### config.mk
export PLATFORM = sky130hd
export DESIGN_NAME = mc6809_bus_target
export DESIGN_NICKNAME = d
export VERILOG_FILES = /design/src/rtl/mc6809_bus_pkg.sv /design/src/rtl/mc6809_e_timer.sv /design/src/rtl/mc6809_bus_target.sv
export SDC_FILE = /design/constraint.sdc
export NUM_CORES = 1
export LEC_CHECK = 0
export BUFFER_PORTS_ARGS = -buffer_cell sky130_fd_sc_hd__buf_2
export CAP_MARGIN = 15
export CORE_MARGIN = 10
export CORE_UTILIZATION = 51
export DETAILED_ROUTE_END_ITERATION = 7
export PLACE_DENSITY = 0.84
export SKIP_CTS_REPAIR_TIMING = 1
export SYNTH_ARGS = -nofsm -noshare
export SYNTH_HDL_FRONTEND = slang
export SYNTH_HIERARCHICAL = 1
export SYNTH_SLANG_ARGS = --single-unit
### constraint.sdc
create_clock -name gclk -period 2.99 [get_ports gclk]
set_input_delay 0.598 -clock gclk [delete_from_list [all_inputs] [get_ports gclk]]
set_output_delay 0.598 -clock gclk [all_outputs]
set_load 0.05 [all_outputs]
### src/rtl/mc6809_bus_pkg.sv
// Shared definitions for the 6809 bus target: register offsets, CTRL bit
// positions, wait-counter width and the latched bus-cycle record.
package mc6809_bus_pkg;

   typedef enum logic [1:0] {
      OFF_SCRATCH = 2'd0,
      OFF_CTRL    = 2'd1,
      OFF_RELOAD  = 2'd2,
      OFF_STATUS  = 2'd3
   } reg_off_e;

   localparam int CTRL_EN    = 0;
   localparam int CTRL_IRQEN = 1;
   localparam int CTRL_AUTO  = 2;

   localparam int WAIT_W = 4;

   // What the target remembers about the cycle started at the last Q rise.
   typedef struct packed {
      logic     sel;
      logic     rnw;
      reg_off_e off;
   } cyc_t;

endpackage

### src/rtl/mc6809_e_timer.sv
// E-cycle down-counter with underflow flag.
//   gclk, grst_n : clock, async active-low reset
//   tick         : one pulse per E cycle, already qualified by CTRL.en
//   load         : load count from reload (has priority over tick)
//   clear        : clear flag (an underflow in the same cycle wins)
//   reload       : reload value
//   auto_mode    : reload on underflow instead of stopping
//   count        : architecturally visible count bits [6:0]
//   flag         : sticky underflow flag
//   underflow    : tick arrived with count == 0
//   en_clear     : underflow in one-shot mode, CTRL.en must drop
module mc6809_e_timer (
   input  logic       gclk,
   input  logic       grst_n,
   input  logic       tick,
   input  logic       load,
   input  logic       clear,
   input  logic [7:0] reload,
   input  logic       auto_mode,
   output logic [6:0] count,
   output logic       flag,
   output logic       underflow,
   output logic       en_clear
);

   logic [7:0] count_q, count_d;
   logic       flag_q, flag_d;

   always_comb begin
      underflow = tick & (count_q == 8'd0);
      en_clear  = underflow & ~auto_mode;
      count_d   = count_q;
      if (load || (underflow && auto_mode))
         count_d = reload;
      else if (tick && !underflow)
         count_d = count_q - 8'd1;
      flag_d = underflow | (flag_q & ~clear);
   end

   always_ff @(posedge gclk or negedge grst_n) begin
      if (!grst_n) begin
         count_q <= 8'd0;
         flag_q  <= 1'b0;
      end else begin
         count_q <= count_d;
         flag_q  <= flag_d;
      end
   end

   assign count = count_q[6:0];
   assign flag  = flag_q;

endmodule

### src/rtl/mc6809_bus_target.sv
// 4-byte register peripheral on the 6809 bus, clocked by the 4x oscillator.
//   gclk, grst_n : oscillator clock, async active-low reset
//   E, Q         : bus phase clocks from the CPU wrapper
//   ADDR, RnW    : address and direction, sampled at Q rise
//   DIn          : CPU write data, committed at E fall
//   DOut, DOE    : read data and its mux enable toward the CPU
//   MRDY         : wait request, low freezes E/Q in the wrapper
//   nIRQ         : active-low timer interrupt
module mc6809_bus_target
   import mc6809_bus_pkg::*;
#(
   parameter logic [15:0] BASE_ADDR      = 16'hFF00,
   parameter int          WAIT_STATES    = 0,
   parameter logic        IRQ_DEFAULT_EN = 1'b0
) (
   input  logic        gclk,
   input  logic        grst_n,
   input  logic        E,
   input  logic        Q,
   input  logic [15:0] ADDR,
   input  logic        RnW,
   input  logic [7:0]  DIn,
   output logic [7:0]  DOut,
   output logic        DOE,
   output logic        MRDY,
   output logic        nIRQ
);

   localparam logic [WAIT_W-1:0] WAIT_N = WAIT_W'(WAIT_STATES);

   logic              e_q, q_q;
   cyc_t              cyc_q, cyc_d;
   logic [7:0]        dout_q, dout_d;
   logic              doe_q, doe_d;
   logic [WAIT_W-1:0] wait_q, wait_d;
   logic [7:0]        scratch_q, scratch_d;
   logic [2:0]        ctrl_q, ctrl_d;
   logic [7:0]        reload_q, reload_d;
   logic              nirq_q, nirq_d;

   logic       addr_phase, commit, sel;
   logic       wr, wr_ctrl, wr_status;
   logic [7:0] rd_mux;
   logic       tmr_tick, tmr_load, tmr_clear;
   logic [6:0] tmr_count;
   logic       tmr_flag, tmr_uf, tmr_en_clear;

   mc6809_e_timer u_timer (
      .gclk      (gclk),
      .grst_n    (grst_n),
      .tick      (tmr_tick),
      .load      (tmr_load),
      .clear     (tmr_clear),
      .reload    (reload_q),
      .auto_mode (ctrl_q[CTRL_AUTO]),
      .count     (tmr_count),
      .flag      (tmr_flag),
      .underflow (tmr_uf),
      .en_clear  (tmr_en_clear)
   );

   always_comb begin
      addr_phase = Q & ~q_q & ~E;
      commit     = ~E & e_q;
      sel        = (ADDR[15:2] == BASE_ADDR[15:2]);

      case (ADDR[1:0])
         OFF_SCRATCH: rd_mux = scratch_q;
         OFF_CTRL:    rd_mux = {5'b0, ctrl_q};
         OFF_RELOAD:  rd_mux = reload_q;
         default:     rd_mux = {tmr_count, tmr_flag};
      endcase

      wr        = commit & cyc_q.sel & ~cyc_q.rnw;
      wr_ctrl   = wr & (cyc_q.off == OFF_CTRL);
      wr_status = wr & (cyc_q.off == OFF_STATUS);

      tmr_tick  = commit & ctrl_q[CTRL_EN];
      tmr_clear = wr_status & DIn[0];
      // Setting en reloads when en was off, or when this very tick is an
      // underflow (one-shot: the write keeps en alive; auto: same reload).
      tmr_load  = wr_ctrl & DIn[CTRL_EN] & (~ctrl_q[CTRL_EN] | tmr_uf);

      cyc_d = cyc_q;
      if (addr_phase) cyc_d = '{sel: sel, rnw: RnW, off: reg_off_e'(ADDR[1:0])};

      dout_d = dout_q;
      doe_d  = doe_q;
      if (addr_phase && sel && RnW) begin
         dout_d = rd_mux;
         doe_d  = 1'b1;
      end else if (commit) begin
         doe_d  = 1'b0;
      end

      wait_d = wait_q;
      if (addr_phase && sel)   wait_d = WAIT_N;
      else if (wait_q != '0)   wait_d = wait_q - 1'b1;

      scratch_d = scratch_q;
      reload_d  = reload_q;
      ctrl_d    = ctrl_q;
      if (tmr_en_clear) ctrl_d[CTRL_EN] = 1'b0;
      if (wr) begin
         case (cyc_q.off)
            OFF_SCRATCH: scratch_d = DIn;
            OFF_CTRL:    ctrl_d    = DIn[2:0];
            OFF_RELOAD:  reload_d  = DIn;
            default:     ;
         endcase
      end

      nirq_d = ~(tmr_flag & ctrl_q[CTRL_IRQEN]);
   end

   always_ff @(posedge gclk or negedge grst_n) begin
      if (!grst_n) begin
         e_q       <= 1'b0;
         q_q       <= 1'b0;
         cyc_q     <= '{sel: 1'b0, rnw: 1'b1, off: OFF_SCRATCH};
         dout_q    <= 8'd0;
         doe_q     <= 1'b0;
         wait_q    <= '0;
         scratch_q <= 8'd0;
         ctrl_q    <= {1'b0, IRQ_DEFAULT_EN, 1'b0};
         reload_q  <= 8'd0;
         nirq_q    <= 1'b1;
      end else begin
         e_q       <= E;
         q_q       <= Q;
         cyc_q     <= cyc_d;
         dout_q    <= dout_d;
         doe_q     <= doe_d;
         wait_q    <= wait_d;
         scratch_q <= scratch_d;
         ctrl_q    <= ctrl_d;
         reload_q  <= reload_d;
         nirq_q    <= nirq_d;
      end
   end

   assign DOut = dout_q;
   assign DOE  = doe_q;
   // Driven straight from the counter so reset releases a frozen bus at once.
   assign MRDY = (wait_q == '0);
   assign nIRQ = nirq_q;

endmodule

==> results.json, run 1 <==
{
  "antennaDiodeCount": 0,
  "finalCriticalPeriod_ns": 2.52,
  "maxCapViolCount": 0,
  "dieArea_um2": 8040,
  "max_stage_delay_ns": 0.56,
  "cts_buffer_depth": 2,
  "synth_xor_area_frac": 0.0177,
  "min_period_over_period": 0.843,
  "io-pin-count": 40,
  "dpl.hpwl_mm": 3.87,
  "synth_top_family_by_area": "multiplexers",
  "synth-main-ff-cell": "dfrtp_1",
  "core-area_um2": 4720,
  "rsz0062_at_grt": "no",
  "vias": 1732,
  "drcViolationCount": 0,
  "initial_utilization": 0.524,
  "required_ns": 3.21,
  "multi_input_area_um2": 1160,
  "worstPathMaxFanout": 11,
  "overflow": 0,
  "synth_top_area_cell": "dfrtp_1",
  "timing.fmax_ghz": 0.397,
  "hp-class": "in2reg",
  "antenna_found_initial": 0,
  "grt_pass1_vias": 1778,
  "worstPathArrival_ns": 2.74,
  "worstMarginPinSlew_ns": 1.04,
  "worstRegToRegCells": 10,
  "fin_setup_tns_ns": 0,
  "die_w_um": 89.6,
  "netlist_area_um2": 2470,
  "synth_top_cell_area_share": 0.465,
  "cellPowerDensity_nw_per_um2": 469,
  "crit_path_end_kind": "flop",
  "drive_above_1_share": 0.404,
  "gp_congestion": 0.892,
  "ys_ff_latch": 48,
  "crit_top_cell": "nor3_1",
  "htree_num_levels": 2,
  "ant_nets": 0,
  "io_buffers": 39,
  "cts_tree": "built",
  "clkTransAtPathRegs_ns": 0.08,
  "crit_chain": "or4_4, nor3_1, nand2_1, inv_1, nor2b_1, nor3_1, buf_4, o32a_1, o221ai_1, a41oi_1",
  "synth_cell_types": 47,
  "r2r_setup_slack_ns": 0.47,
  "grt_pass1_wl_mm": 8.71,
  "drt-total-wl_mm": 5.21,
  "setup_viol": 0,
  "ys_top_cells_by_area": "dfrtp_1 47%, mux2_2 15%, mux4_2 2.7%, buf_4 2.1%, dfstp_2 2.1%",
  "dr.pass1.iters": 4,
  "drtIter0Drc": 59,
  "clock-sinks": 48,
  "sequential_cell_area_um2": 1200,
  "grtUsageTotal": 0.141,
  "postLayoutCoreUtil": 0.593,
  "ir_worst_vdd_v": 0.000314,
  "fp.dieH_um": 89.6,
  "synth_nets": 239,
  "synth_mux_area_frac": 0.192,
  "grt_max_degree": 49,
  "slew_headroom": 0.305,
  "row_count": 25,
  "synth_edf_count": 0,
  "drv_slew": 0,
  "final_nets": 277,
  "clkLatencyLatePin_ns": 0.30,
  "critPathSlowestCell": "or4_4",
  "syn_inst": 206,
  "p_leak_nw": 1.38,
  "ys_async_sr_fraction": 1.00,
  "viasPerCell": 5.55,
  "fill_cells": 392,
  "crit_type": "reg2reg",
  "synth_compound_area_frac": 0.0855,
  "cp-start-kind": "flop",
  "wl_per_cell_um": 16.7,
  "synth_fa_ha_area_frac": 0.0202,
  "status": "completed",
  "hold_viol": 0,
  "synth-simple-area-share": 0.153,
  "skew_ns": 0.00538,
  "cts_root_buf": "clkbuf_8",
  "numCtsBuffers": 5,
  "ys_seq_area_frac": 0.487,
  "hold_depth": 1,
  "avgSynthCellArea_um2": 12.0,
  "area_growth_pct": 13.2,
  "yosys_warnings": 6
}
==> cells in the mapped netlist (2+ instances only) <==
master    instances
dfrtp_1          46
nor4b_1           3
mux2_2           34
or4_4             2
nor3_1            5
ha_1              4
inv_1            11
nand4_1           2
nor4_1            2
nand3_1           3
clkbuf_1          3
a41oi_1           2
a21o_1            2
nor2_1           11
nor3b_1           4
nand2b_1          2
nor3b_2           2
buf_4             7
xnor2_1           5
mux4_2            3
o21ai_0           6
nor2b_1           3
a22o_1            5
dfstp_2           2
nand2_1          10
a21oi_1           6
==> cells by family (layout without fill, tap and decap cells) <==
family	Yosys count	in the layout
fa+ha+maj	4	4
compound gates	30	30
buf+inv	22	61
simple gates	58	58
mux	39	39
xor+xnor	5	5
flops	48	48
==> critical path, delay by kind of cell, from the launching register on <==
| kind | cells | cell delay (ns) |
|---|---|---|
| AND/OR/NAND/NOR | 5 | 1.24 |
| flip-flops | 1 | 0.45 |
| AO/OA/AOI/OAI | 3 | 0.43 |
| buffers and inverters | 2 | 0.33 |
==> worst paths after layout <==
check,startpoint,end
worst max register to register,u_timer/count_q[2],u_timer/count_q[5]
worst max-delay path,u_timer/count_q[2],u_timer/count_q[5]
worst min register to register,ctrl_q[1],nIRQ
max in group asynchronous,grst_n,reload_q[2]
worst min-delay path,Q,q_q
min in group asynchronous,grst_n,wait_q[2]
==> layout by cell type (no fill, tap or decap), types with 4 or more instances in the layout <==
cell type / count
a21oi_1: 6
a22o_1: 5
buf_2: 39
clkbuf_8: 6
dfrtp_1: 46
ha_1: 4
inv_1: 11
mux2_2: 34
nand2_1: 10
nor2_1: 11
nor3_1: 5
nor3b_1: 4
o21ai_0: 6
xnor2_1: 5
==> routing by layer <==
metal	global-route usage	vias to the layer above	share of wire
li1	-	832	-
met1	0.169	849	0.43
met2	0.234	45	0.48
met3	0.0469	6	0.081
met4	0.0434	0	0.012
met5	0	-	0
==> state kept, by name (all words and copies together), names as in the netlist <==
| name | count |
|---|---|
| u_timer/count_q | 8 |
| DOE | 1 |
| DOut | 8 |
| reload_q | 8 |
| u_timer/flag | 1 |
| wait_q | 4 |
| q_q | 1 |
| e_q | 1 |
| nIRQ | 1 |
| ctrl_q | 3 |
| scratch_q | 8 |
| cyc_q | 4 |
==> per-stage QoR <==
step	setup WS (ns)	total power (W)	hold WS, ns	instance area (um2)	cells
3_3_place_gp	0.581	0.000923	0.406	2710	304
5_1_grt	0.144	0.00138	0.397	2800	312
3_5_place_dp	0.496	0.000933	0.420	2710	304
6_report	0.469	0.00131	0.411	2800	312
4_1_cts	0.453	0.00133	0.405	2800	312
2_1_floorplan	0.342	0.000867	0.302	2470	206
==> final cells by class <==
class                      count  area share
multi-input combinational    136       0.414
clock buffer                   6      0.0295
clock inverter                 2     0.00358
tap                           67      0.0300
sequential                    48       0.430
inverter                      11      0.0148
timing repair buffer          42      0.0778
==> power by group <==
part	leakage (nW)	internal, W	switching, W
sequential	0.642	0.000690	0.0000306
combinational	0.687	0.0000846	0.000113
clock	0.0510	0.000185	0.000210
total	1.38	0.000959	0.000353
Note: power is estimated with default switching activity, not from simulation.
==> inputs of run 2 (changes only) <==
- clock period: 2.99 -> 2.5 ns (I/O delays scaled with it)
==> results.json, run 2 (synthesis results as in run 1) <==
{
  "grtUsageTotal": 0.146,
  "drcViolationCount": 0,
  "fin_cells": 324,
  "antennaDiodeCount": 0,
  "ir_worst_vdd_v": 0.000296,
  "finalCriticalPeriod_ns": 2.28,
  "reg2reg_from": "u_timer/count_q[2]",
  "die_w_um": 89.6,
  "r2r_setup_slack_ns": 0.22,
  "cts_tree": "built",
  "clkLatencyLatePin_ns": 0.30,
  "dieArea_um2": 8040,
  "hp-class": "in2async",
  "min_period_over_period": 0.913,
  "slew_headroom": 0.456,
  "ant_nets": 0,
  "maxCapViolCount": 0,
  "numCtsBuffers": 5,
  "regToRegEndpoint": "u_timer/count_q[5]",
  "place_inst": 312,
  "overflow": 0,
  "drive_above_1_share": 0.451,
  "wl_per_cell_um": 17.0,
  "htree_num_levels": 2,
  "io-pin-count": 40,
  "row_count": 25,
  "worstRegToRegCells": 10,
  "required_ns": 2.71,
  "skew_ns": 0.00805,
  "initial_utilization": 0.524,
  "hold_viol": 0,
  "status": "completed",
  "cts_root_buf": "clkbuf_8",
  "dr.pass1.iters": 4,
  "io_buffers": 39,
  "area_growth_pct": 17.8,
  "dpl.hpwl_mm": 4.05,
  "worstMarginPinSlew_ns": 0.816,
  "grt_pass1_vias": 1889,
  "cellPowerDensity_nw_per_um2": 539,
  "rsz0062_at_grt": "no",
  "drtIter0Drc": 140,
  "drv_slew": 0,
  "grt_pass1_wl_mm": 9.19,
  "cts_buffer_depth": 2,
  "gp_congestion": 0.937,
  "worstPathArrival_ns": 2.49,
  "fin_setup_tns_ns": 0,
  "fp.dieH_um": 89.6,
  "vias": 1802,
  "final_common_cell": "dfrtp_1",
  "antenna_found_initial": 0,
  "core-area_um2": 4720,
  "crit_type": "reg2reg",
  "final_nets": 289,
  "final_cell_mix": "44 x dfrtp_1, 39 x buf_2, 34 x mux2_2",
  "clock-sinks": 48,
  "grt_max_degree": 38,
  "clkTransAtPathRegs_ns": 0.08,
  "drt-total-wl_mm": 5.52,
  "cp-start-kind": "flop",
  "worstPathMaxFanout": 7,
  "p_leak_nw": 1.44,
  "crit_path_end_kind": "flop",
  "timing.fmax_ghz": 0.438,
  "setup_viol": 0,
  "viasPerCell": 5.56
}
run 2: changes by cell type in the layout (fill, tap and decap cells not counted), sizes merged:
cell	delta
buf	+12
clkbuf	+2
clkinv	-2
run 2: power by group:
part / internal, W / switching [W]
logic: 0.000106 / 0.000135
clock network: 0.000226 / 0.000241
registers: 0.000825 / 0.0000374
run 2: worst max path at each step:
stage,startpoint,to,cells after the start
after global routing,u_timer/count_q[2],u_timer/count_q[5],10
final,u_timer/count_q[2],u_timer/count_q[5],10
after floorplan,u_timer/count_q[3],u_timer/count_q[4],10
after detailed placement,u_timer/count_q[3],u_timer/count_q[5],10
after global placement,u_timer/count_q[3],u_timer/count_q[5],10
after CTS,u_timer/count_q[3],u_timer/count_q[5],10
run 2: worst max-delay path, stage by stage (launching register included):
cell      delay [ns]
dfrtp_1         0.38
or4_4           0.58
nor3_4          0.15
nand2_2         0.10
inv_2           0.06
nor2b_1         0.04
nor3_2          0.25
buf_4           0.20
o32a_1          0.14
o221ai_1        0.10
a41oi_1         0.20
run 2: area by class of cell:
type	count	area [um2]
Inverter	11	41.3
Multi-Input combinational cell	136	1180
Tap cell	67	83.8
Sequential cell	48	1210
Clock buffer	8	90.1
Fill cell	376	1810
Timing Repair Buffer	54	308
run 2: layer usage:
layer,global-route usage,vias to the layer above,part of all wire
met5,0,-,0
met1,0.180,881,0.43
met4,0.0361,0,0.0080
met2,0.241,61,0.48
met3,0.0496,7,0.083
li1,-,853,-
run 2: stage by stage:
stage          hold WS, ns  worst slack (ns)   util  total power, W  cell area [um2]
4_1_cts              0.305            0.0238  0.606         0.00159             2860
5_1_grt              0.314            0.0309  0.617         0.00166             2910
6_report             0.288             0.217  0.617         0.00157             2910
2_1_floorplan        0.204             0.207      -         0.00104             2480
3_5_place_dp         0.411            0.0280  0.587         0.00112             2770
3_3_place_gp         0.403             0.192  0.587         0.00111             2770
